===== src/rtl/w25q32jv_fastread_resp.sv =====
// SPI target emulating the W25Q32JV Fast Read (0x0B) transaction from an internal byte memory.
// Optional macro W25Q_READ03_EN also accepts Read Data (0x03), which has no dummy phase.
module w25q32jv_fastread_resp #(
    parameter int unsigned MEM_AW    = 8,
    parameter int unsigned DUMMY_CYC = 8
) (
    input  logic              clk,
    input  logic              rst,
    input  logic              sclk,
    input  logic              csn,
    input  logic              mosi,
    output logic              miso,
    output logic              miso_oe,
    input  logic              ld_en,
    input  logic [MEM_AW-1:0] ld_addr,
    input  logic [7:0]        ld_data,
    output logic              rd_active,
    output logic [23:0]       last_addr
);

    localparam int unsigned ADDR_W    = 24;
    localparam int unsigned CNT_W     = 8;
    localparam int unsigned MEM_DEPTH = 2 ** MEM_AW;
    localparam logic [CNT_W-1:0] CMD_LAST   = CNT_W'(7);
    localparam logic [CNT_W-1:0] ADDR_LAST  = CNT_W'(ADDR_W - 1);
    localparam logic [CNT_W-1:0] DUMMY_LAST = CNT_W'(DUMMY_CYC - 1);
    localparam bit NO_DUMMY = (DUMMY_CYC == 0);

    typedef enum logic [2:0] {IDLE, CMD, ADDR, DUMMY, DATA, IGNORE} state_t;

    state_t              state_q, state_nxt;
    logic [2:0]          sclk_pipe, csn_pipe;
    logic [1:0]          mosi_pipe;
    logic [ADDR_W-2:0]   shift_q;
    logic [ADDR_W-1:0]   addr_q;
    logic [CNT_W-1:0]    cnt_q;
    logic [2:0]          bit_idx_q;
    logic [7:0]          byte_q;
    logic [7:0]          mem [MEM_DEPTH];
`ifdef W25Q_READ03_EN
    logic                rd03_q;
`endif

    logic              sclk_rise_c, sclk_fall_c, csn_rise_c, csn_fall_c, mosi_s_c;
    logic [7:0]        cmd_c;
    logic [ADDR_W-1:0] addr_c, addr_inc_c;
    logic              cmd_ok_c, skip_dummy_c;

    // csn flops reset low so a select already asserted at reset release is not seen as a fall.
    always_ff @(posedge clk) begin
        if (rst) begin
            sclk_pipe <= '0;
            csn_pipe  <= '0;
            mosi_pipe <= '0;
        end else begin
            sclk_pipe <= {sclk_pipe[1:0], sclk};
            csn_pipe  <= {csn_pipe[1:0], csn};
            mosi_pipe <= {mosi_pipe[0], mosi};
        end
    end

    always_comb begin
        sclk_rise_c = sclk_pipe[1] & ~sclk_pipe[2];
        sclk_fall_c = ~sclk_pipe[1] & sclk_pipe[2];
        csn_rise_c  = csn_pipe[1] & ~csn_pipe[2];
        csn_fall_c  = ~csn_pipe[1] & csn_pipe[2];
        mosi_s_c    = mosi_pipe[1];
        cmd_c       = {shift_q[6:0], mosi_s_c};
        addr_c      = {shift_q, mosi_s_c};
        addr_inc_c  = addr_q + ADDR_W'(1);
`ifdef W25Q_READ03_EN
        cmd_ok_c     = (cmd_c == 8'h0B) || (cmd_c == 8'h03);
        skip_dummy_c = NO_DUMMY || rd03_q;
`else
        cmd_ok_c     = (cmd_c == 8'h0B);
        skip_dummy_c = NO_DUMMY;
`endif
    end

    always_ff @(posedge clk) begin
        if (rst) state_q <= IDLE;
        else     state_q <= state_nxt;
    end

    // Deselect has priority over any SCLK edge seen in the same cycle.
    always_comb begin
        state_nxt = state_q;
        if (csn_rise_c) begin
            state_nxt = IDLE;
        end else begin
            case (state_q)
                IDLE:   if (csn_fall_c) state_nxt = CMD;
                CMD:    if (sclk_rise_c && cnt_q == CMD_LAST)
                            state_nxt = cmd_ok_c ? ADDR : IGNORE;
                ADDR:   if (sclk_rise_c && cnt_q == ADDR_LAST)
                            state_nxt = skip_dummy_c ? DATA : DUMMY;
                DUMMY:  if (sclk_rise_c && cnt_q == DUMMY_LAST) state_nxt = DATA;
                default: state_nxt = state_q;
            endcase
        end
    end

    always_ff @(posedge clk) begin
        if (ld_en) mem[ld_addr] <= ld_data;
    end

    // Datapath: shift-in, address latch, byte fetch and MSB-first shift-out.
    always_ff @(posedge clk) begin
        if (rst) begin
            miso      <= 1'b0;
            miso_oe   <= 1'b0;
            rd_active <= 1'b0;
            last_addr <= '0;
            addr_q    <= '0;
            shift_q   <= '0;
            cnt_q     <= '0;
            bit_idx_q <= 3'd7;
            byte_q    <= '0;
`ifdef W25Q_READ03_EN
            rd03_q    <= 1'b0;
`endif
        end else begin
            rd_active <= (state_nxt == DATA);
            if (csn_rise_c) begin
                miso    <= 1'b0;
                miso_oe <= 1'b0;
                cnt_q   <= '0;
            end else begin
                case (state_q)
                    IDLE: cnt_q <= '0;
                    CMD: if (sclk_rise_c) begin
                        shift_q <= {shift_q[ADDR_W-3:0], mosi_s_c};
                        if (cnt_q == CMD_LAST) begin
                            cnt_q <= '0;
`ifdef W25Q_READ03_EN
                            rd03_q <= (cmd_c == 8'h03);
`endif
                        end else begin
                            cnt_q <= cnt_q + CNT_W'(1);
                        end
                    end
                    ADDR: if (sclk_rise_c) begin
                        shift_q <= {shift_q[ADDR_W-3:0], mosi_s_c};
                        if (cnt_q == ADDR_LAST) begin
                            cnt_q     <= '0;
                            addr_q    <= addr_c;
                            last_addr <= addr_c;
                            if (skip_dummy_c) begin
                                byte_q    <= mem[addr_c[MEM_AW-1:0]];
                                bit_idx_q <= 3'd7;
                            end
                        end else begin
                            cnt_q <= cnt_q + CNT_W'(1);
                        end
                    end
                    DUMMY: if (sclk_rise_c) begin
                        if (cnt_q == DUMMY_LAST) begin
                            cnt_q     <= '0;
                            byte_q    <= mem[addr_q[MEM_AW-1:0]];
                            bit_idx_q <= 3'd7;
                        end else begin
                            cnt_q <= cnt_q + CNT_W'(1);
                        end
                    end
                    DATA: if (sclk_fall_c) begin
                        miso    <= byte_q[bit_idx_q];
                        miso_oe <= 1'b1;
                        if (bit_idx_q == 3'd0) begin
                            addr_q    <= addr_inc_c;
                            byte_q    <= mem[addr_inc_c[MEM_AW-1:0]];
                            bit_idx_q <= 3'd7;
                        end else begin
                            bit_idx_q <= bit_idx_q - 3'd1;
                        end
                    end
                    default: ;
                endcase
            end
        end
    end

endmodule

===== config.mk =====
export PLATFORM = sky130hd
export DESIGN_NAME = w25q32jv_fastread_resp
export DESIGN_NICKNAME = d
export VERILOG_FILES = /design/src/rtl/w25q32jv_fastread_resp.sv
export SDC_FILE = /design/constraint.sdc
export NUM_CORES = 2
export LEC_CHECK = 0
export BUFFER_PORTS_ARGS = -buffer_cell sky130_fd_sc_hd__buf_2
export CORE_UTILIZATION = 25
export CTS_BUF_LIST = sky130_fd_sc_hd__clkbuf_8
export DETAILED_ROUTE_END_ITERATION = 10
export SETUP_SLACK_MARGIN = 0.05
export SLEW_MARGIN = 20
export SYNTH_ARGS = -nofsm -noshare
export SYNTH_HDL_FRONTEND = slang
export SYNTH_SLANG_ARGS = --single-unit

===== constraint.sdc =====
create_clock -name clk -period 3.7 [get_ports clk]
set_clock_uncertainty 0.15 [all_clocks]
set_input_delay 0.555 -clock clk [delete_from_list [all_inputs] [get_ports clk]]
set_output_delay 0.555 -clock clk [all_outputs]
set_load 0.01 [all_outputs]

==> out/qor.yml <==
synth-seq-area-share_pct: 63.3
ant_nets: 0
critPathKind: "flop to flop"
die_w_um: 635
nNetsFinal: 6322
syn_avg_cell_area_um2: 18.0
antenna_found_initial: 20
arrival_ns: 4.48
hpwl_mm: 231
clk_pin_slew_ns: 0.08
worst-path-buf-inv: 2
synth_edf_count: 2048
max_slew_margin_pct: 21.5
hold_path.startpoint: "ld_data[2]"
layout_commonest_cell: "edfxtp_1"
ys_ff_latch: 2144
violations: "setup timing"
gr-total-overflow: 0
finalCritPeriodShare_pct: 101
insertion_delay_ns: 1.05
grt_setup_unrepaired: "false"
synthArstFlopShare_pct: 0
syn_area_um2: 100000
track_usage_pct: 16.4
num_rows: 232
grt_pass1_wl_mm: 482
slew_violations: 0
syn-num-nets: 5607
start_util_pct: 25.1
finalCriticalPeriod_ns: 3.75
ff2ff_path_depth: 9
cts_sinks: 2144
core_um2: 399000
setup_violations: 1
timing.rr.end: "byte_q[1]"
finalHoldViolCount: 0
worst_pin_slew_ns: 1.18
cpMaxStageDelayCell: "nor2_1"
drc: 0
numPortBuffers: 48
cts_tree: "done"
root_buffer: "clkbuf_8"
grt_max_degree: 113
io_pins: 49
p_per_area_nw_per_um2: 405
design_power_total_mw: 47.9
hold_path_end: "mem[173][2]"
path_max_fanout: 12
drt_iter0_drc: 8716
mostFrequentLayoutCells: "2048 x edfxtp_1, 1035 x mux4_2, 656 x buf_4"
max_clock_freq_ghz: 0.267
dp_slack_ns: -0.152
post_drt_via_cell_ratio: 5.32
die_h_um: 635
leakage_nw: 36.0
grt_pass1_vias: 63252
via_count: 63094
ys_warn_count: 0
hold_path.class: "input pin to flop"
clockBufferDepth: 4
yosys-top-cells-area: "edfxtp_1 61%, mux4_2 23%, mux2i_1 2.4%"
r2r_setup_slack_ns: -0.05
instances_no_fill: 11868
first_pass_iters: 6
syn_inst: 5581
crit_required_ns: 4.43
cp-start-kind: "flop"
crit_path_frequent_cell: "a22oi_1"
cts_made_buffers: 363
synth_top_area_share_pct: 61.3
status: "complete, but fails checks"
end_kind: "flop"
area_delta_synth_final_pct: 18.1
path_delay_family: "compound AO/OA/AOI/OAI gates"
critPathMaxStageDelay_ns: 0.86
max_cap_viol_count: 0
die_area_um2: 404000
ys_types: 75
routedWlPerCell_um: 29.0
h-tree-depth: 5
synth_flop_cell: "edfxtp_1"
synth.largest_area_cell: "edfxtp_1"
ir_drop_mv: 0.286
holdPathStages: 1
dpl.cell_count: 11176
layout_setup_ws_ns: -0.0505
gp_congestion: 0.941
layout-drive-gt1-share_pct: 35.5
routed_wirelength_mm: 344
crit_chain: "inv_4 -> nor2_1 -> a22oi_1 -> nand2_1 -> a221oi_1 -> buf_4 -> a22oi_1 -> a21oi_1 -> o41ai_1"
-- worst register-to-register path: stages, from the launching register on --
cell      delay, ns
dfxtp_2        0.70
inv_4          0.16
nor2_1         0.86
a22oi_1        0.23
nand2_1        0.18
a221oi_1       0.12
buf_4          0.20
a22oi_1        0.56
a21oi_1        0.17
o41ai_1        0.35
-- synth_stat cells (20+ instances only) --
library cell  number
edfxtp_1        2048
mux4_2          1035
nand2_1          541
nor2_1           323
mux2i_1          241
buf_2            170
clkbuf_1         154
nand3_1          137
a21oi_1          134
dfxtp_1           96
a31oi_1           61
o221ai_1          59
buf_4             52
nand4_1           51
buf_6             40
o22ai_1           36
nor2b_1           34
o21ai_0           33
buf_1             28
nor3_1            28
a22oi_1           25
a211oi_1          20
-- kinds of logic after synthesis --
family	synth area share, %
xor gates and xnor gates	0.131
AOI/OAI and AO/OA	3.20
muxes	25.7
adders and majority gates	0.0499
DFF	63.3
and+or+nand+nor	5.19
buffers and inverters	2.48
-- registers in the layout (all words and copies together), names as in the netlist, named ones only --
name,cells
mem,2048
last_addr,24
shift_q,23
addr_q,8
byte_q,8
cnt_q,8
bit_idx_q,3
csn_pipe,3
sclk_pipe,3
state_q,3
mosi_pipe,2
miso,1
miso_oe,1
rd_active,1
-- cell type report --
cell class	count	area [um2]
clock inverter	290	1720
tap	5265	6590
multi-input combinational	2978	34500
inverter	10	43.8
sequential	2144	63400
clock buffer	366	5040
timing repair buffer	799	7050
fill	38857	281000
antenna	16	40.0
-- how the worst max path moves through the flow --
stage                     depth (start not counted)  slack [ns]   endpoint  startpoint
after global placement                            8       -0.43  byte_q[0]        flop
final                                             9       -0.05  byte_q[1]        flop
after detailed placement                         11       -0.15  byte_q[1]        flop
after floorplan                                  11        0.91  byte_q[4]   addr_q[0]
after CTS                                         9        0.05  byte_q[7]        flop
after global routing                             11        0.06  byte_q[3]   addr_q[0]
-- per-layer routing --
layer  vias up  share of wire (%)  GRT usage (%)
met1     33206                 38           21.8
met2      4268                 45           25.3
li1      24811                  -              -
met3       791                 12           4.51
met5         -              0.037              0
met4        18                4.7           7.08
-- metrics by stage --
stage	utilization, %	setup TNS, ns	hold slack, ns	area (um2)
2_1_floorplan	-	0	0.264	100000
3_3_place_gp	27.9	-0.893	0.279	111000
3_5_place_dp	27.9	-0.411	0.279	111000
4_1_cts	29.6	0	0.00881	118000
5_1_grt	29.7	0	0.00495	118000
6_report	29.7	-0.0505	0.0187	118000
-- power by group --
part | internal, mW | switching, mW
Clock | 10.3 | 10.2
Combinational | 0.123 | 0.605
Sequential | 26.6 | 0.0259
Total | 37.1 | 10.8
-- repair_timing --
action	4_1_cts	5_1_grt
setup buffers	1	11
gates resized for setup	6	9
gates cloned	0	1
endpoints found under the setup margin	6	7
endpoints found under the hold margin	100	0
hold buffers	7	0
Power figures use the tool's default switching activity.
